File: src/rtl/alu.sv
// Registered 16-function arithmetic/logic unit: one-cycle latency, result and
// valid flag held between enabled edges, cleared by asynchronous active-low reset.
module alu #(
    parameter int unsigned OPRND_WIDTH = 8,
    parameter int unsigned OUT_WIDTH   = 2 * OPRND_WIDTH,
    parameter int unsigned CTRL_WIDTH  = 4
) (
    input  logic                   CLK,
    input  logic                   RST,
    input  logic                   Enable,
    input  logic [OPRND_WIDTH-1:0] A,
    input  logic [OPRND_WIDTH-1:0] B,
    input  logic [CTRL_WIDTH-1:0]  ALU_FUN,
    output logic [OUT_WIDTH-1:0]   ALU_OUT,
    output logic                   OUT_VALID
);

    typedef enum logic [CTRL_WIDTH-1:0] {
        OP_ADD  = CTRL_WIDTH'(0),
        OP_SUB  = CTRL_WIDTH'(1),
        OP_MUL  = CTRL_WIDTH'(2),
        OP_DIV  = CTRL_WIDTH'(3),
        OP_AND  = CTRL_WIDTH'(4),
        OP_OR   = CTRL_WIDTH'(5),
        OP_NAND = CTRL_WIDTH'(6),
        OP_NOR  = CTRL_WIDTH'(7),
        OP_NOP  = CTRL_WIDTH'(8),
        OP_EQ   = CTRL_WIDTH'(9),
        OP_GT   = CTRL_WIDTH'(10),
        OP_LT   = CTRL_WIDTH'(11),
        OP_SRA1 = CTRL_WIDTH'(12),
        OP_SLA1 = CTRL_WIDTH'(13),
        OP_SRB1 = CTRL_WIDTH'(14),
        OP_SLB1 = CTRL_WIDTH'(15)
    } alu_op_e;

    alu_op_e              op;
    logic [OUT_WIDTH-1:0] a_ext;
    logic [OUT_WIDTH-1:0] b_ext;
    logic [OUT_WIDTH-1:0] result;
    logic [OUT_WIDTH-1:0] alu_out_q, alu_out_d;
    logic                 out_valid_q, out_valid_d;

    assign op    = alu_op_e'(ALU_FUN);
    assign a_ext = OUT_WIDTH'(A);
    assign b_ext = OUT_WIDTH'(B);

    // Everything is evaluated at OUT_WIDTH so carries, borrows, the full
    // product and shifted-out bits survive, and inverted ops fill the top with ones.
    always_comb begin
        result = '0;
        unique case (op)
            OP_ADD:  result = a_ext + b_ext;
            OP_SUB:  result = a_ext - b_ext;
            OP_MUL:  result = a_ext * b_ext;
            OP_DIV:  result = (B == '0) ? '0 : a_ext / b_ext;
            OP_AND:  result = a_ext & b_ext;
            OP_OR:   result = a_ext | b_ext;
            OP_NAND: result = ~(a_ext & b_ext);
            OP_NOR:  result = ~(a_ext | b_ext);
            OP_NOP:  result = '0;
            OP_EQ:   result = (A == B) ? OUT_WIDTH'(1) : '0;
            OP_GT:   result = (A >  B) ? OUT_WIDTH'(2) : '0;
            OP_LT:   result = (A <  B) ? OUT_WIDTH'(3) : '0;
            OP_SRA1: result = a_ext >> 1;
            OP_SLA1: result = a_ext << 1;
            OP_SRB1: result = b_ext >> 1;
            OP_SLB1: result = b_ext << 1;
            default: result = '0;
        endcase
    end

    always_comb begin
        alu_out_d   = alu_out_q;
        out_valid_d = out_valid_q;
        if (Enable) begin
            alu_out_d   = result;
            out_valid_d = 1'b1;
        end
    end

    always_ff @(posedge CLK or negedge RST) begin
        if (!RST) begin
            alu_out_q   <= '0;
            out_valid_q <= 1'b0;
        end else begin
            alu_out_q   <= alu_out_d;
            out_valid_q <= out_valid_d;
        end
    end

    assign ALU_OUT   = alu_out_q;
    assign OUT_VALID = out_valid_q;

endmodule

File: config.mk
export PLATFORM = sky130hd
export DESIGN_NAME = alu
export DESIGN_NICKNAME = d
export VERILOG_FILES = /design/src/rtl/alu.sv
export SDC_FILE = /design/constraint.sdc
export NUM_CORES = 1
export LEC_CHECK = 0
export CORE_MARGIN = 2
export CORE_UTILIZATION = 65
export DETAILED_ROUTE_END_ITERATION = 8
export GPL_TIMING_DRIVEN = 0
export PLACE_DENSITY = 0.92
export SYNTH_ARGS = -nofsm -noshare
export SYNTH_HDL_FRONTEND = slang
export SYNTH_SLANG_ARGS = --single-unit
File: constraint.sdc
create_clock -name CLK -period 5.3 [get_ports CLK]
set_clock_uncertainty 0.2 [all_clocks]
set_input_delay 0.795 -clock CLK [delete_from_list [all_inputs] [get_ports CLK]]
set_output_delay 0.795 -clock CLK [all_outputs]
set_load 0.02 [all_outputs]
==> flow_summary.json, run 1 <==
{
  "run_status": "aborted with a tool error",
  "lastStage": "global routing",
  "tool.error": "[ERROR GRT-0232] Routing congestion too high. Check the congestion heatmap in the GUI.",
  "die_h_um": 124.7,
  "die_w_um": 124.7,
  "dp.cells": 1501,
  "dp_hpwl_mm": 22.64,
  "numCtsBuffers": 3,
  "clock-sinks": 17,
  "start_util_pct": 65.88,
  "synth-edff-count": 0,
  "synth.cell_area_um2": 9467,
  "async_flop_share_pct": 100.0,
  "synth_commonest_cells": "163 x ha_1, 135 x nor2_1, 106 x nand2_1",
  "ys_seq_area_share_pct": 4.494,
  "ys_seq_elements": 17,
  "synth_top_flop_cell": "dfrtp_1",
  "yosysTopAreaCell": "ha_1",
  "synth-warning-count": 0,
  "grt_max_degree": 19,
  "grt_usage_pct": 93.06,
  "synth_cell_types": 93,
  "syn_inst": 1273,
  "clockBufferDepth": 2,
  "htree_num_levels": 1,
  "synth_top_area_share_pct": 21.54,
  "portBuffers": 37,
  "num_rows": 44,
  "cts_root_buf": "clkbuf_16",
  "synthTopCellsByArea": "ha_1 22%, fa_1 8.0%, nor2_1 5.4%",
  "ios": 40,
  "synth_most_common_cell": "ha_1",
  "synth.avg_cell_area_um2": 7.436,
  "place_congestion": 1.018,
  "grt.overflow.total": 733
}
[kinds of logic after synthesis]
| kind of cell | count (synthesis) | synth area share [%] |
|---|---|---|
| AOI/OAI and AO/OA | 369 | 26.45 |
| xor gates and xnor gates | 66 | 6.106 |
| adders and majority gates | 202 | 29.69 |
| buffers and inverters | 140 | 5.710 |
| DFF | 17 | 4.494 |
| muxes | 39 | 4.586 |
| other | 1 | 0.03961 |
| and+or+nand+nor | 439 | 22.93 |
[per-layer routing]
layer / GRT overflow / global-route usage (%)
met5: 0 / 26.80
met4: 195 / 105.8
met3: 14 / 75.95
met2: 505 / 113.8
met1: 19 / 86.73
[stage by stage]
step,setup TNS (ns),hold WS (ns),utilization (%),setup slack (ns),area (um2)
2_1_floorplan,-104.95,0.2994,-,-20.30,9948
3_3_place_gp,-144.51,0.2542,73.42,-24.23,10550
3_5_place_dp,-150.39,0.2553,73.42,-24.98,10550
4_1_cts,-108.70,0.2779,90.31,-20.20,12980
[timing repair]
item	4_1_cts
setup buffers	212
hold buffers	0
gates cloned	5
endpoints found under the hold margin	0
endpoints found under the setup margin	16
resized for setup	229
pin swaps	117
==> inputs of run 2 (changes only) <==
CORE_UTILIZATION = 40   (was 65)
PLACE_DENSITY = not set   (was 0.92)
PLACE_DENSITY_LB_ADDON = 0.15   (was not set)
==> run 2 against run 1 <==
The flow now finishes, with violations (setup timing); synthesized cell count stayed put; synthesized area unchanged.
==> flow_summary.json, run 2 <==
{
  "run_status": "finished with violations",
  "violations": "setup timing",
  "routedWlPerCell_um": 18.61,
  "finalHoldViolations": 0,
  "stdcell_area_um2": 12760,
  "clk_latency_ns": 0.28,
  "grt-busiest-layer": "met2",
  "hold_ws_ns": 0.2660,
  "drv_cap": 0,
  "critPathMaxStageDelay_ns": 0.59,
  "drt_first_pass_iters": 7,
  "final_common_cell": "ha_1",
  "grt_util_met2_pct": 42.53,
  "p_per_area_nw_per_um2": 672.3,
  "ys_seq_area_share_pct": 4.494,
  "die_area_um2": 24910,
  "antenna_found_initial": 0,
  "largest_reg_flops": 16,
  "stdcell_count": 1770,
  "cp.arrival_ns": 26.35,
  "vias": 10250,
  "htree_num_levels": 1,
  "grt.overflow.total": 0,
  "leakage_nw": 5.678,
  "finalCritPeriodShare_pct": 497.9,
  "grt_pass1_wl_mm": 50.04,
  "crit_path_frequent_cell": "o21a_1",
  "dpl_worst_slack_ns": -25.11,
  "drtIter0Drc": 658,
  "die_w_um": 157.8,
  "tightest_slew_ns": 0.9871,
  "layout_setup_ws_ns": -21.09,
  "synth_cell_types": 93,
  "cpMaxStageDelayCell": "or4_4",
  "slew_headroom_pct": 33.99,
  "fillers": 2259,
  "clock-sinks": 17,
  "synth-warning-count": 0,
  "setup.worst_path.start_class": "input pin",
  "clockBufferDepth": 2,
  "portBuffers": 37,
  "r2r_cells": 5,
  "synth_commonest_cells": "163 x ha_1, 135 x nor2_1, 106 x nand2_1",
  "n_antenna_cell": 0,
  "synth.cell_area_um2": 9467,
  "routed_wirelength_mm": 32.94,
  "ys_seq_elements": 17,
  "grt_pass1_vias": 9431,
  "route.detailed.drc": 0,
  "antenna_left": 0,
  "die_h_um": 157.8,
  "syn_inst": 1273,
  "whs_path_depth": 1,
  "cp.required_ns": 5.26,
  "synthTopCellsByArea": "ha_1 22%, fa_1 8.0%, nor2_1 5.4%",
  "clk_pin_slew_ns": 0.08,
  "async_flop_share_pct": 100.0,
  "grt_usage_pct": 25.26,
  "num_rows": 56,
  "place_area_um2": 10720,
  "setup_viol": 12,
  "grt_max_degree": 19,
  "max_clock_freq_mhz": 37.90,
  "worstSetupEndpointType": "flop",
  "peakVddDrop_uv": 875.1,
  "ff_latch_area_um2": 425.4,
  "viasPerCell": 5.793,
  "synth_top_flop_cell": "dfrtp_1",
  "cts_root_buf": "clkbuf_16",
  "layout-area-overhead-vs-synth_pct": 34.79,
  "numCtsBuffers": 3,
  "dp.cells": 1636,
  "yosysTopAreaCell": "ha_1",
  "cts_tree": "done",
  "critPathKind": "input pin to flop",
  "coreArea_um2": 23330,
  "gr-usage-met3_pct": 1.916,
  "most-common-layout-cells": "134 x ha_1, 119 x nor2_1, 111 x buf_4",
  "synth.avg_cell_area_um2": 7.436,
  "place_congestion": 0.9360,
  "rsz0062_at_grt": "yes",
  "nets": 1676,
  "setup_tns_ns": -110.36,
  "start_util_pct": 40.57,
  "period_needed_ns": 26.39,
  "hold_class": "flop to flop",
  "globalRouteMet1Util_pct": 34.89,
  "multi_input_area_um2": 9637,
  "cp_max_fo": 10,
  "final_layout_size_suffix_gt1_share_pct": 25.91,
  "drv_slew": 0,
  "dp_hpwl_mm": 23.33,
  "synth_top_area_share_pct": 21.54,
  "synth_most_common_cell": "ha_1",
  "ios": 40,
  "synth-edff-count": 0
}
run 2: cell counts after synthesis:
Identical to the previous run, type by type.
run 2: path summary, 6_finish.rpt:
check / from / to / slack (ns)
max: B[0] / ALU_OUT[0] / -21.09
min: OUT_VALID / OUT_VALID / 0.27
max reg2reg: ALU_OUT[0] / ALU_OUT[0] / 3.20
min reg2reg: OUT_VALID / OUT_VALID / 0.27
max in group asynchronous: RST / ALU_OUT[5] / 3.44
min in group asynchronous: RST / ALU_OUT[8] / 0.86
run 2: where the power goes:
group | leakage, nW | internal, W | switching, W | total (W)
registers | 0.207 | 0.000153 | 0.0000160 | 0.000169
clock network | 0.0371 | 0.000103 | 0.0000860 | 0.000189
logic | 5.43 | 0.00405 | 0.00417 | 0.00822
total | 5.68 | 0.00430 | 0.00428 | 0.00858
run 2: layout make-up:
class	instances	area share [%]
Clock inverter	1	0.05884
Tap cell	319	3.128
Timing Repair inverter	3	0.1863
Inverter	99	3.275
Buffer	40	2.618
Clock buffer	3	0.5884
Multi-Input combinational cell	1123	75.52
Timing Repair Buffer	165	11.29
Sequential cell	17	3.334
run 2: critical path: cells and delay by family:
kind / cells / cell delay [ns]
adders and majority gates: 14 / 3.34
AOI/OAI and AO/OA: 63 / 11.43
buffers and inverters: 12 / 1.60
muxes: 6 / 1.64
and+or+nand+nor: 38 / 7.44
run 2: kinds of logic after synthesis:
| kind of cell | count (synthesis) | synth area share (%) |
|---|---|---|
| xor+xnor | 66 | 6.106 |
| simple gates | 439 | 22.93 |
| other cells | 1 | 0.03961 |
| flops | 17 | 4.494 |
| mux | 39 | 4.586 |
| compound gates | 369 | 26.45 |
| buf+inv | 140 | 5.710 |
| fa+ha+maj | 202 | 29.69 |
run 2: timing repair:
action,4_1_cts,5_1_grt
cloned,3,2
hold buffers,0,0
setup buffers,61,71
endpoints found under the setup margin,16,16
resized for setup,133,171
pin swaps,35,101
run 2: stage by stage:
stage,power [W],utilization (%)
CTS,0.007327,49.76
global placement,0.006828,45.94
global route,0.009485,54.69
finish,0.008578,54.69
floorplan,0.005735,-
detailed placement,0.006929,45.94
run 2: metal layers:
layer / routed length [um] / up-vias
li1: - / 4997
met1: 15290 / 4884
met2: 15310 / 291
met3: 1442 / 81
met4: 896 / 0
met5: 0 / -
(Power assumes the default switching activity.)
==> inputs of run 3 (changes only) <==
ABC_CLOCK_PERIOD_IN_PS = 5300   (was not set)
==> results of run 3 <==
No change in the layout: final DEF, timing and power equal those of run 2.
==> inputs of run 4 (changes only) <==
--- a/config.mk
+++ b/config.mk
@@ -8,3 +8,2 @@
 export ABC_CLOCK_PERIOD_IN_PS = 5300
-export CORE_MARGIN = 2
 export CORE_UTILIZATION = 40
==> constraint.sdc (replaced) <==
create_clock -name CLK -period 5.3 [get_ports CLK]
set_clock_uncertainty 0.2 [all_clocks]
set_input_delay 0.53 -clock CLK [delete_from_list [all_inputs] [get_ports CLK]]
set_output_delay 0.53 -clock CLK [all_outputs]
set_load 0.02 [all_outputs]
==> run 4 against run 3 <==
The run still ends with setup timing left; design area grew 4.7%; hold slack gained 0.031 ns; sequential power is essentially flat; global-route usage grew 1.7 points; count of clock-buffer cells in the layout is the same; utilization grew 3.6 points; largest power group unchanged; highest routed layer unchanged.
==> flow_summary.json, run 4 (synthesis results as in run 2) <==
{
  "run_status": "finished with violations",
  "violations": "setup timing",
  "dp_hpwl_mm": 23.30,
  "cts_root_buf": "clkbuf_16",
  "slew_headroom_pct": 32.57,
  "worstSetupEndpointType": "flop",
  "die_h_um": 155.8,
  "start_util_pct": 41.31,
  "grt_max_degree": 20,
  "place_congestion": 0.9638,
  "coreArea_um2": 22920,
  "clk_latency_ns": 0.27,
  "cpMaxStageDelayCell": "or4_4",
  "pwr-share-clk_pct": 2.0,
  "p_per_area_nw_per_um2": 683.8,
  "clk_pin_slew_ns": 0.06,
  "rsz0062_at_grt": "yes",
  "r2r_cells": 5,
  "grt_usage_pct": 26.96,
  "grt_pass1_wl_mm": 52.10,
  "peakVddDrop_uv": 883.9,
  "drtIter0Drc": 730,
  "ios": 40,
  "clockBufferDepth": 2,
  "p_int_w": 0.004705,
  "final_common_cell": "buf_4",
  "cp.arrival_ns": 26.40,
  "hold_class": "flop to flop",
  "setup_viol": 15,
  "drv_cap": 0,
  "routed_wirelength_mm": 34.25,
  "viasPerCell": 5.799,
  "startpoint": "B[0]",
  "finalHoldViolations": 0,
  "grt.overflow.total": 0,
  "p_sw_share_pct": 48.48,
  "critPathKind": "input pin to flop",
  "routedWlPerCell_um": 18.83,
  "most-common-layout-cells": "156 x buf_4, 130 x ha_1, 120 x nor2_1",
  "drv_slew": 0,
  "power_frac_seq_pct": 1.9,
  "vias": 10550,
  "combPwrFrac_pct": 96.2,
  "htree_num_levels": 1,
  "clock-sinks": 17,
  "die_w_um": 155.8,
  "r2r_slack_ns": 3.21,
  "max_clock_freq_mhz": 37.80,
  "final_layout_size_suffix_gt1_share_pct": 29.28,
  "largest_reg_flops": 16,
  "switchingPower_w": 0.004427,
  "n_antenna_cell": 0,
  "crit_path_frequent_cell": "o21a_1",
  "cp.required_ns": 5.24,
  "route.detailed.drc": 0,
  "setup_tns_ns": -110.06,
  "finalCritPeriodShare_pct": 499.1,
  "power_w": 0.009132,
  "setup.worst_path.start_class": "input pin",
  "die_area_um2": 24290,
  "grt_pass1_vias": 9810,
  "r2r-start": "ALU_OUT[0]",
  "critPathMaxStageDelay_ns": 0.61,
  "layout-area-overhead-vs-synth_pct": 41.07,
  "setup.worst_path.end": "ALU_OUT[0]",
  "portBuffers": 37,
  "antenna_left": 0,
  "drt_first_pass_iters": 5,
  "cts_tree": "done",
  "tightest_slew_ns": 1.008,
  "timing.rr.end": "ALU_OUT[0]",
  "leakage_nw": 5.920,
  "nets": 1731,
  "antenna_found_initial": 0,
  "numCtsBuffers": 3,
  "hold_buffers": 0,
  "cp_max_fo": 8,
  "layout_setup_ws_ns": -21.15,
  "period_needed_ns": 26.45,
  "num_rows": 55,
  "fillers": 2095,
  "whs_path_depth": 1
}
==> run 4: power by group through the flow <==
stage	Combinational, W	Clock [W]	Sequential, W
floorplan	0.00554	0	0.000195
global placement	0.00666	0	0.000171
detailed placement	0.00676	0	0.000171
CTS	0.00710	0.000180	0.000169
global route	0.00967	0.000183	0.000172
finish	0.00878	0.000179	0.000169
==> run 4: routing by layer <==
layer	up-vias	share of wire, %	GRT usage (%)
met5	-	0	0
met4	0	3.3	7.610
met3	79	5.0	1.722
met2	312	46	45.15
met1	5061	46	37.12
li1	5096	-	-
==> run 4: area by class of cell <==
type,instances,area [um2],share of cell area (%)
plain buffers,40,274.0,2.052
well taps,313,391.6,2.933
inverters,99,412.9,3.092
flip-flops and latches,17,425.4,3.186
clock buffers,3,75.07,0.5622
clock inverters,1,7.507,0.05622
repair buffers,219,1867,13.98
repair inverters,3,21.27,0.1593
multi-input cells,1124,9879,73.98
==> run 4: per-stage QoR <==
stage / std cells / setup WS, ns / instance area [um2] / util [%] / hold slack [ns]
after floorplan: 1280 / -20.04 / 9940 / - / 0.03441
after global placement: 1630 / -24.79 / 10700 / 46.70 / 0.2521
final: 1819 / -21.15 / 13350 / 58.27 / 0.2974
after detailed placement: 1630 / -24.94 / 10700 / 46.70 / 0.2542
after CTS: 1717 / -21.41 / 11850 / 51.73 / 0.2783
after global routing: 1819 / -22.26 / 13350 / 58.27 / 0.3176
==> run 4: what timing repair did <==
action | CTS | global route
setup endpoints to repair | 16 | 16
gates resized for setup | 162 | 139
gates cloned | 4 | 1
pin swaps | 75 | 139
buffers inserted | 80 | 105
==> run 4: worst min-delay path by stage <==
stage,endpoint,start,slack (ns)
after global placement,OUT_VALID,OUT_VALID,0.25
final,ALU_OUT[2],ALU_OUT[2],0.30
after CTS,OUT_VALID,OUT_VALID,0.28
after detailed placement,OUT_VALID,OUT_VALID,0.25
after global routing,OUT_VALID,OUT_VALID,0.32
after floorplan,ALU_OUT[0],RST,0.03
==> run 4: critical path: cells and delay by family <==
kind / cells / cell delay, ns
adder cells (fa/ha/maj): 14 / 3.44
buffers and inverters: 12 / 1.69
AO/OA/AOI/OAI: 64 / 11.91
multiplexers: 7 / 1.96
AND/OR/NAND/NOR: 33 / 6.83
